<file path="src/rtl/branch_perf_counter_pkg.sv">
// Shared definitions for the branch performance counter: register map,
// CTRL bit positions and the RUN/FROZEN state encoding.
package branch_perf_counter_pkg;

    localparam logic [7:0] BPC_CYC_LO    = 8'h00;
    localparam logic [7:0] BPC_CYC_HI    = 8'h04;
    localparam logic [7:0] BPC_BR_COMMIT = 8'h08;
    localparam logic [7:0] BPC_MISPRED   = 8'h0C;
    localparam logic [7:0] BPC_MISJUMP   = 8'h10;
    localparam logic [7:0] BPC_CTRL      = 8'h14;

    localparam int CTRL_CLEAR_BIT  = 0;
    localparam int CTRL_FREEZE_BIT = 1;
    localparam int CTRL_SAT_BIT    = 2;

    typedef enum logic {
        ST_RUN    = 1'b0,
        ST_FROZEN = 1'b1
    } bpc_state_e;

    // CTRL readback: clear is self-clearing and always reads 0
    function automatic logic [31:0] ctrl_word(input logic frozen, input logic sat);
        logic [31:0] w_word;
        w_word                  = '0;
        w_word[CTRL_FREEZE_BIT] = frozen;
        w_word[CTRL_SAT_BIT]    = sat;
        return w_word;
    endfunction

endpackage

</file>
<file path="src/rtl/branch_perf_counter_if.sv">
// Memory-mapped register port of the branch performance counter:
// one-cycle-latency read channel and a single-cycle write strobe.
interface branch_perf_counter_if #(
    parameter int ADDR_W = 5
);
    logic              rd_en;
    logic [ADDR_W-1:0] rd_addr;
    logic [31:0]       rd_data;
    logic              rd_valid;
    logic              wr_en;
    logic [ADDR_W-1:0] wr_addr;
    logic [31:0]       wr_data;

    modport master (
        output rd_en, rd_addr, wr_en, wr_addr, wr_data,
        input  rd_data, rd_valid
    );

    modport slave (
        input  rd_en, rd_addr, wr_en, wr_addr, wr_data,
        output rd_data, rd_valid
    );
endinterface

</file>
<file path="src/rtl/branch_perf_counter_event.sv">
// Single event counter with synchronous clear and hold; wraps by default,
// sticks at all-ones with a sticky flag when PERF_SATURATE_EN is defined.
module perf_event_counter #(
    parameter int CNT_W = 32
) (
    input  logic             clk,
    input  logic             rst_n,
    input  logic             i_inc,
    input  logic             i_clr,
    input  logic             i_hold,
    output logic [CNT_W-1:0] o_count,
    output logic             o_sat
);

    logic [CNT_W-1:0] r_count;

`ifdef PERF_SATURATE_EN
    logic r_sat;

    // NOTE: sequential state uses non-blocking assignments so every flop samples pre-edge values.
    always_ff @(posedge clk or negedge rst_n) begin
        if (!rst_n) begin
            r_count <= '0;
            r_sat   <= 1'b0;
        end else if (i_clr) begin
            r_count <= '0;
            r_sat   <= 1'b0;
        end else if (i_inc && !i_hold) begin
            if (&r_count) begin
                r_sat <= 1'b1;
            end else begin
                r_count <= r_count + CNT_W'(1);
            end
        end
    end

    assign o_sat = r_sat;
`else
    // NOTE: sequential state uses non-blocking assignments so every flop samples pre-edge values.
    always_ff @(posedge clk or negedge rst_n) begin
        if (!rst_n) begin
            r_count <= '0;
        end else if (i_clr) begin
            r_count <= '0;
        end else if (i_inc && !i_hold) begin
            r_count <= r_count + CNT_W'(1);
        end
    end

    assign o_sat = 1'b0;
`endif

    assign o_count = r_count;

endmodule

</file>
<file path="src/rtl/branch_perf_counter.sv">
// Branch-prediction performance counter: 64-bit cycle counter plus three event
// counters behind a register port. Optional macro: PERF_SATURATE_EN.
module branch_perf_counter
    import branch_perf_counter_pkg::*;
#(
    parameter int CNT_W  = 32,
    parameter int ADDR_W = 5
) (
    input  logic                  clk,
    input  logic                  rst_n,
    input  logic                  commit_branch,
    input  logic                  mispredict,
    input  logic                  branch_jump_trigger,
    branch_perf_counter_if.slave  bus,
    output logic                  frozen
);

    localparam logic [ADDR_W-1:0] A_CYC_LO    = ADDR_W'(BPC_CYC_LO);
    localparam logic [ADDR_W-1:0] A_CYC_HI    = ADDR_W'(BPC_CYC_HI);
    localparam logic [ADDR_W-1:0] A_BR_COMMIT = ADDR_W'(BPC_BR_COMMIT);
    localparam logic [ADDR_W-1:0] A_MISPRED   = ADDR_W'(BPC_MISPRED);
    localparam logic [ADDR_W-1:0] A_MISJUMP   = ADDR_W'(BPC_MISJUMP);
    localparam logic [ADDR_W-1:0] A_CTRL      = ADDR_W'(BPC_CTRL);

    bpc_state_e       r_state;
    bpc_state_e       w_state_next;
    logic [63:0]      r_cycle;
    logic [31:0]      r_shadow_hi;
    logic [31:0]      r_rd_data;
    logic             r_rd_valid;
    logic [31:0]      w_rd_mux;
    logic             w_ctrl_wr;
    logic             w_clear;
    logic             w_hold;
    logic [CNT_W-1:0] w_br_count;
    logic [CNT_W-1:0] w_mis_count;
    logic [CNT_W-1:0] w_jmp_count;
    logic             w_br_sat;
    logic             w_mis_sat;
    logic             w_jmp_sat;
    logic             w_any_sat;
    logic             w_unused_wr_data;

    assign w_ctrl_wr        = bus.wr_en && (bus.wr_addr == A_CTRL);
    assign w_clear          = w_ctrl_wr && bus.wr_data[CTRL_CLEAR_BIT];
    assign w_hold           = (r_state == ST_FROZEN);
    assign w_any_sat        = w_br_sat | w_mis_sat | w_jmp_sat;
    assign w_unused_wr_data = ^bus.wr_data[31:CTRL_SAT_BIT];
    assign frozen           = w_hold;

    // A CTRL write always reloads the freeze state from bit1, whatever bit0 says
    always_comb begin
        // NOTE: default first so every path assigns and no latch is inferred.
        w_state_next = r_state;
        if (w_ctrl_wr) begin
            w_state_next = bus.wr_data[CTRL_FREEZE_BIT] ? ST_FROZEN : ST_RUN;
        end
    end

    always_ff @(posedge clk or negedge rst_n) begin
        if (!rst_n) begin
            r_state <= ST_RUN;
        end else begin
            r_state <= w_state_next;
        end
    end

    always_ff @(posedge clk or negedge rst_n) begin
        if (!rst_n) begin
            r_cycle <= '0;
        end else if (w_clear) begin
            r_cycle <= '0;
        end else if (!w_hold) begin
            r_cycle <= r_cycle + 64'd1;
        end
    end

    perf_event_counter #(.CNT_W(CNT_W)) u_br_commit (
        .clk     (clk),
        .rst_n   (rst_n),
        .i_inc   (commit_branch),
        .i_clr   (w_clear),
        .i_hold  (w_hold),
        .o_count (w_br_count),
        .o_sat   (w_br_sat)
    );

    perf_event_counter #(.CNT_W(CNT_W)) u_mispred (
        .clk     (clk),
        .rst_n   (rst_n),
        .i_inc   (commit_branch & mispredict),
        .i_clr   (w_clear),
        .i_hold  (w_hold),
        .o_count (w_mis_count),
        .o_sat   (w_mis_sat)
    );

    perf_event_counter #(.CNT_W(CNT_W)) u_misjump (
        .clk     (clk),
        .rst_n   (rst_n),
        .i_inc   (commit_branch & branch_jump_trigger),
        .i_clr   (w_clear),
        .i_hold  (w_hold),
        .o_count (w_jmp_count),
        .o_sat   (w_jmp_sat)
    );

    // Read mux sees pre-edge state, so same-cycle clear/write cannot affect it
    always_comb begin
        w_rd_mux = '0;
        case (bus.rd_addr)
            A_CYC_LO:    w_rd_mux = r_cycle[31:0];
            A_CYC_HI:    w_rd_mux = r_shadow_hi;
            A_BR_COMMIT: w_rd_mux = 32'(w_br_count);
            A_MISPRED:   w_rd_mux = 32'(w_mis_count);
            A_MISJUMP:   w_rd_mux = 32'(w_jmp_count);
            A_CTRL:      w_rd_mux = ctrl_word(w_hold, w_any_sat);
            default:     w_rd_mux = '0;
        endcase
    end

    // Reading CYC_LO snapshots the upper half so a following CYC_HI read is coherent
    always_ff @(posedge clk or negedge rst_n) begin
        if (!rst_n) begin
            r_rd_data   <= '0;
            r_rd_valid  <= 1'b0;
            r_shadow_hi <= '0;
        end else begin
            r_rd_valid <= bus.rd_en;
            if (bus.rd_en) begin
                r_rd_data <= w_rd_mux;
                if (bus.rd_addr == A_CYC_LO) begin
                    r_shadow_hi <= r_cycle[63:32];
                end
            end
        end
    end

    assign bus.rd_data  = r_rd_data;
    assign bus.rd_valid = r_rd_valid;

endmodule
</file>
<file path="src/flat_wrapper.sv">
// flat-port wrapper written by rule: the top's interface ports become plain ports
module branch_perf_counter_flat import branch_perf_counter_pkg::*;
#(
    parameter int CNT_W  = 32,
    parameter int ADDR_W = 5
)
  (clk, rst_n, commit_branch, mispredict, branch_jump_trigger, frozen, bus_rd_en, bus_rd_addr, bus_wr_en, bus_wr_addr, bus_wr_data, bus_rd_data, bus_rd_valid);
  branch_perf_counter_if #(.ADDR_W(ADDR_W)) bus_i ();
  input  logic clk;
  input  logic rst_n;
  input  logic commit_branch;
  input  logic mispredict;
  input  logic branch_jump_trigger;
  output logic frozen;
  input wire logic [$bits(bus_i.rd_en)-1:0] bus_rd_en;
  input wire logic [$bits(bus_i.rd_addr)-1:0] bus_rd_addr;
  input wire logic [$bits(bus_i.wr_en)-1:0] bus_wr_en;
  input wire logic [$bits(bus_i.wr_addr)-1:0] bus_wr_addr;
  input wire logic [$bits(bus_i.wr_data)-1:0] bus_wr_data;
  output wire logic [$bits(bus_i.rd_data)-1:0] bus_rd_data;
  output wire logic [$bits(bus_i.rd_valid)-1:0] bus_rd_valid;
  assign bus_i.rd_en = bus_rd_en;
  assign bus_i.rd_addr = bus_rd_addr;
  assign bus_i.wr_en = bus_wr_en;
  assign bus_i.wr_addr = bus_wr_addr;
  assign bus_i.wr_data = bus_wr_data;
  assign bus_rd_data = bus_i.rd_data;
  assign bus_rd_valid = bus_i.rd_valid;
  branch_perf_counter #(.CNT_W(CNT_W), .ADDR_W(ADDR_W)) u_core (.clk(clk), .rst_n(rst_n), .commit_branch(commit_branch), .mispredict(mispredict), .branch_jump_trigger(branch_jump_trigger), .bus(bus_i), .frozen(frozen));
endmodule
</file>
<file path="config.mk">
export PLATFORM = sky130hd
export DESIGN_NAME = branch_perf_counter_flat
export DESIGN_NICKNAME = d
export VERILOG_FILES = /design/src/rtl/branch_perf_counter_pkg.sv /design/src/rtl/branch_perf_counter_if.sv /design/src/rtl/branch_perf_counter_event.sv /design/src/rtl/branch_perf_counter.sv /design/src/flat_wrapper.sv
export SDC_FILE = /design/constraint.sdc
export NUM_CORES = 1
export LEC_CHECK = 0
export CORE_MARGIN = 2
export CORE_UTILIZATION = 54
export CTS_CLUSTER_SIZE = 30
export DETAILED_ROUTE_END_ITERATION = 16
export PLACE_DENSITY = 0.8
export SYNTH_ARGS = -nofsm -noshare
export SYNTH_HDL_FRONTEND = slang
export SYNTH_SLANG_ARGS = --single-unit
</file>
<file path="constraint.sdc">
create_clock -name clk -period 2.3 [get_ports clk]
set_input_delay 0.46 -clock clk [delete_from_list [all_inputs] [get_ports clk]]
set_output_delay 0.46 -clock clk [all_outputs]
set_load 0.02 [all_outputs]
</file>
# Word-level counts from Yosys, hierarchy flattened
# Index checks and enable logic that the tools add are counted.
totals:
  n_memories: 0
  rom_bits: 0
  regBits: 226
  wordCells: 42
  latch_bits: 0
  out_inout_bits: 34
  in_bits: 49
  ramBits: 0
op_classes:
  mux: 10
  n_lt_le_gt_ge: 0
  eq_ne: 7
  shift: 0
  mul: 0
  bitwise: 2
  n_reduce_logical: 11
  n_div: 0
  addsub: 4
ops:
  columns: ["cell", "count"]
  rows:
  - ["32-bit 2-to-1 mux", 6]
  - ["32-bit case mux with 6 select lines", 1]
  - ["64-bit 2-to-1 mux", 2]
  - ["32-bit by 1-bit adder with 32-bit output, second input constant", 3]
  - ["64-bit by 1-bit adder with 64-bit output, second input constant", 1]
  - ["5-bit == test, second input constant", 3]
  - ["5-bit by 4-bit == test with 1-bit output, second input constant", 2]
  - ["2-bit nonzero test", 3]
  - ["5-bit by 3-bit == test with 1-bit output, second input constant", 1]
  - ["1-bit logical AND", 5]
  - ["5-bit zero test", 1]
  - ["1-bit bitwise AND", 2]
  - ["2-bit != test, second input constant", 1]
  - ["2-bit AND reduction", 1]
  - ["1-bit zero test", 1]
  - ["1-bit 2-to-1 mux", 1]

# Depth between registers and ports, before layout
logic_depth:
  ltp_word: 4
  mapped_depth: 9

# Modules after synthesis
# A second synthesis with hierarchy kept.
unflattened:
  cells_unflattened: 1210
  hier_area_um2: 11780.0
modules_own_cells:
  columns: ["module", "cells_per_inst", "area_each_um2", "seq_area_each_um2", "instances"]
  rows:
  - ["branch_perf_counter", 685, 6847.8, 3253.1, 1]
  - ["perf_event_counter", 175, 1644.1, 800.8, 3]

# Worst setup path after synthesis
# OpenSTA, ideal clock, no wires.
synth_path:
  kind: "in2reg"
  from: "in bus_wr_addr[1]"
  to: "reg u_core.u_br_commit.r_count[31], in the netlist u_core.u_br_commit.o_count[31]"
  path_slack_ns: -0.069
  setup_time_ns: 0.078
  required_time_ns: 2.222
  cell_stages: 6
  arrival_time_ns: 2.291
  cell_sequence: "nor4b_2 a41oi_1 or3b_2 clkbuf_1 or4_1 a21oi_1"
synth_between:
  elab_chain_len: 4
synth_rtl:
  columns: ["element", "line_no", "rtl"]
  rows:
  - ["start, declared", "flat_wrapper.sv:18", "input wire logic [$bits(bus_i.wr_addr)-1:0] bus_wr_addr;"]
  - ["5-bit == test (*)", "branch_perf_counter.sv:44", "assign w_ctrl_wr = bus.wr_en && (bus.wr_addr == A_CTRL);"]
  - ["1-bit logical AND (*)", "branch_perf_counter.sv:44", null]
  - ["1-bit logical AND (*)", "branch_perf_counter.sv:45", "assign w_clear = w_ctrl_wr && bus.wr_data[CTRL_CLEAR_BIT];"]
  - ["32-bit 2-to-1 mux or 2-bit nonzero test (tied branches)", null, null]
  - ["end signal, assigned", "branch_perf_counter_event.sv:46", "r_count <= r_count + CNT_W'(1);"]
  - ["end, declared", "branch_perf_counter_event.sv:15", "logic [CNT_W-1:0] r_count;"]
# Mark *: on every way between the ends. The rest lies on a longest branch, timed or not.
# A chain may end at the register's enable or synchronous reset.

# Worst setup path after layout
layout_path:
  from: "reg u_core.r_cycle[1]"
  to: "reg u_core.r_cycle[58]"
layout_between:
  elab_chain_len: 3
layout_rtl:
  columns: ["element", "line_no", "rtl"]
  rows:
  - ["start, declared", "branch_perf_counter.sv:27", "logic [63:0] r_cycle;"]
  - ["start signal, assigned", "branch_perf_counter.sv:74", "r_cycle <= r_cycle + 64'd1;"]
  - ["64-bit by 1-bit adder with 64-bit output", "branch_perf_counter.sv:74", null]
  - ["64-bit 2-to-1 mux", "branch_perf_counter.sv:73", "end else if (!w_hold) begin"]
  - ["64-bit 2-to-1 mux", "branch_perf_counter.sv:71", "end else if (w_clear) begin"]
# No other way between the ends. The select of a mux whose other input is x is not followed.

==> summary.md <==
| Metric | Value |
|---|---|
| Status | `finished, violations left` |
| Failing checks | `setup timing` |
| Tot GR Track Use | `0.2832` |
| Non-Filler Instances | `between 1500 and 2000` |
| Clock transition at path regs | `0.06 ns` |
| Power Total | `between 10000 and 15000 µW` |
| Storage cell area | `5657 µm²` |
| Commonest cells post-synth | `dfrtp_1, nor2_1, nand2_1` |
| Synthesis-stage register bit count | `226` |
| Achievable Freq | `0.4148 GHz` |
| Register area share after synthesis | `0.4872` |
| CTS sink count | `about 230` |
| Synthesized area per cell | `9.796 µm²` |
| Vias in the first global route | `9692` |
| Peak supply drop | `between 400 and 500 µV` |
| Worst slew margin | `0.6462` |
| Ys Warns | `0` |
| Library cells used by synthesis | `51` |
| Post-Route WL | `32160 µm` |
| Number of port buffers | `52` |
| Starting Density | `0.5505` |
| Setup violators final | `12` |
| Ratio of cells with drive above 1 in the final layout | `0.1753` |
| HPWL after detailed placement | `22130 µm` |
| Final setup TNS | `-0.8977 ns` |
| Mapped cell area | `11610 µm²` |
| Worst EP required | `between 2 and 3 ns` |
| Antenna viol nets, final | `0` |
| Synth area leaders | `dfrtp_1, xor2_1, nor2_1` |
| Final Cycle Share | `1.048` |
| Critical path's largest stage delay | `0.58 ns` |
| Placed Cells | `around 1600` |
| RSZ-0062 raised after global routing | `yes` |
| # rows | `53` |
| Post-Synth Simple-Gate Area | `0.2156` |
| Post-synth EDFFs | `0` |
| Post-synth top area share | `0.4872` |
| Total CTS buffers | `25` |
| Skew final | `0.007777 ns` |
| LEAKAGE | `0.006034 µW` |
| Final-layout fill cell count | `1521` |
| Critical Path Fanout Max | `5` |
| Top-count cell post-synth | `dfrtp_1` |
| Worst setup EP type | `flop` |
| Congestion Overflow GR | `0` |
| Die ar. | `22690 µm²` |
| Most common flop cell mapped by yosys | `dfrtp_1` |
| Vias per cell | `6.350` |
| Yosys top cell by area | `dfrtp_1` |
| CP cell instances | `ha_2, nand4b_1, or4_4, or3_4, buf_8, or3_1, a21oi_2` |
| Iteration-0 DRC Markers | `1012` |
| Largest family of logic cells by synthesized area | `simple AND/OR/NAND/NOR gates` |
| Pin count of the biggest net entering global routing | `slightly below 80` |
| Slowest CP cell | `or4_4` |
| R2R Setup Slk | `-0.11 ns` |
| Per-cell routed wire length | `~20 µm` |
| Final setup margin | `-0.1110 ns` |
| Htree depth | `1` |
| Worst-Skew Late Latency | `0.52 ns` |
| Fin nets | `1367` |
| FFs w/ async S/R, synth | `1.000` |
| CTS max path bufs | `3` |
| GPL Wtd Cong | `about 0.87` |
| DP Worst Slack | `-0.4546 ns` |
| Ports | `a little over 80` |
| Mapped Cells | `about 1200` |
| Post-Synth Adder-Cell Area | `0.004311` |
| ANT cells | `0` |
| Via count | `10186` |
| Hold Vio Cnt, Final | `0` |
| Area growth syn-to-layout | `23.04%` |
| Max-cap viol count | `0` |
| Compound-gate portion of the synthesized area | `0.1124` |
| XOR/XNOR Fraction of Synth Area | `0.07771` |
| First-pass GRT wire length | `50760 µm` |
| Crit path DAT | `2.86 ns` |
| Hold Crit Class | `in -> async` |
| Worst setup SP type | `flop` |
| Initial DRT Pass Iterations | `7` |
| Net count after synthesis | `1238` |
| Final min period | `2.411 ns` |
| Die X | `about 150 µm` |
| Critical path class | `reg -> reg` |
| CTS tree | `built` |
| Remaining DRCs | `0` |
| Pwr dens | `737.7 nW/µm²` |
| Multi-input logic area | `5657 µm²` |
| Initial antenna violation count | `0` |
| Fin. max-slew vios | `0` |
| Root Buffer | `clkbuf_16` |
| Multiplexer share of the synthesized area | `0.06488` |
| Die Span Y | `150.6 µm` |
| Core area | `21090 µm²` |
| Slew @ Worst Pin | `approximately 0.53 ns` |
-- cell type report --
class                   instances  share of cell area
flip-flops and latches        226              0.3960
multi-input cells             843              0.3960
clock inverters                 9            0.005168
well taps                     275             0.02409
inverters                      43             0.01130
clock buffers                  33             0.04940
repair buffers                175              0.1180
-- per-layer routing --
layer  vias up  global-route usage  part of all wire
met4         0              0.1332             0.049
met5         -                   0                 0
met1      5048              0.3818              0.40
met2       463              0.4580              0.47
li1       4575                   -                 -
met3       100             0.03515             0.076
-- state kept, by name, summed over array words and instances, names as in the netlist --
name                        flops
u_core.r_cycle                 64
u_core.bus.rd_data             32
u_core.r_shadow_hi             32
u_core.u_br_commit.o_count     32
u_core.u_misjump.o_count       32
u_core.u_mispred.o_count       32
u_core.bus.rd_valid             1
u_core.frozen                   1
-- path summary, 6_finish.rpt --
path / from / end / cells past startpoint
max: u_core.r_cycle[1]$_DFFE_PN0P_ / u_core.r_cycle[58]$_DFFE_PN0P_ / 7
min: rst_n / u_core.u_br_commit.o_count[29]$_DFFE_PN0P_ / 2
max reg2reg: u_core.r_cycle[1]$_DFFE_PN0P_ / u_core.r_cycle[58]$_DFFE_PN0P_ / 7
min reg2reg: u_core.r_shadow_hi[12]$_DFFE_PN0P_ / u_core.r_shadow_hi[12]$_DFFE_PN0P_ / 1
max in group asynchronous: rst_n / u_core.r_cycle[19]$_DFFE_PN0P_ / 3
min in group clk: u_core.r_shadow_hi[12]$_DFFE_PN0P_ / u_core.r_shadow_hi[12]$_DFFE_PN0P_ / 1
-- what timing repair did --
| action | in CTS | in global routing |
|---|---|---|
| hold buffers | 1 | 0 |
| gates resized for setup | 11 | 29 |
| pin swaps | 20 | 7 |
| endpoints found under the hold margin | 43 | 0 |
| buffers inserted | 2 | 5 |
| setup endpoints to repair | 21 | 35 |
| cloned | 2 | 0 |
-- logic make-up (layout without fill, tap and decap cells) --
kind of cell    Yosys count  count (layout)
buf+inv                 116             260
xor+xnor                103             103
fa+ha+maj                 4               4
simple gates            466             466
compound gates          200             200
flops                   226             226
mux                      70              70
-- placed cells by master, fill, tap and decap left out, drive strengths merged, types with 2 or more instances in the layout --
cell type      count
a221oi            31
xor2              55
nor4              19
inv               44
xnor2             48
a21oi             52
or4               14
nand4b             4
nor3              19
nor4b              3
ha                 4
nand3             52
dfrtp            226
o21ai             42
clkbuf            33
nor2             122
buf              124
clkdlybuf4s50     50
clkinv             7
and2               6
nand2             62
and3              28
mux2              32
mux2i             37
nand3b             2
nand2b             2
o31ai              9
nand4             61
nor2b              3
o22ai             32
or4b               2
o2bb2ai           31
and4              19
or2                3
or3               41
-- worst max-delay path: cells and delay by family, from the launching register on --
kind | cells | cell delay [ns]
compound gates | 1 | 0.13
simple gates | 4 | 1.50
fa+ha+maj | 1 | 0.19
flops | 1 | 0.35
buf+inv | 1 | 0.16
-- per-stage QoR --
| step | area (µm²) | hold WS [ns] | util |
|---|---|---|---|
| floorplan | 11630 | 0.1644 | - |
| global placement | 13260 | 0.3848 | 0.6289 |
| detailed placement | 13260 | 0.3921 | 0.6289 |
| CTS | 14140 | 0.4434 | 0.6706 |
| global route | 14280 | 0.4545 | 0.6773 |
| finish | 14280 | 0.4221 | 0.6773 |
-- where the power goes --
| group | internal (µW) | leakage, µW | switching (µW) | total (µW) |
|---|---|---|---|---|
| sequential | 4500 | 0.00301 | 533 | 5030 |
| clock | 2250 | 0.000394 | 1590 | 3840 |
| combinational | 805 | 0.00263 | 865 | 1670 |
No activity file was read; power rests on OpenSTA's default activity.
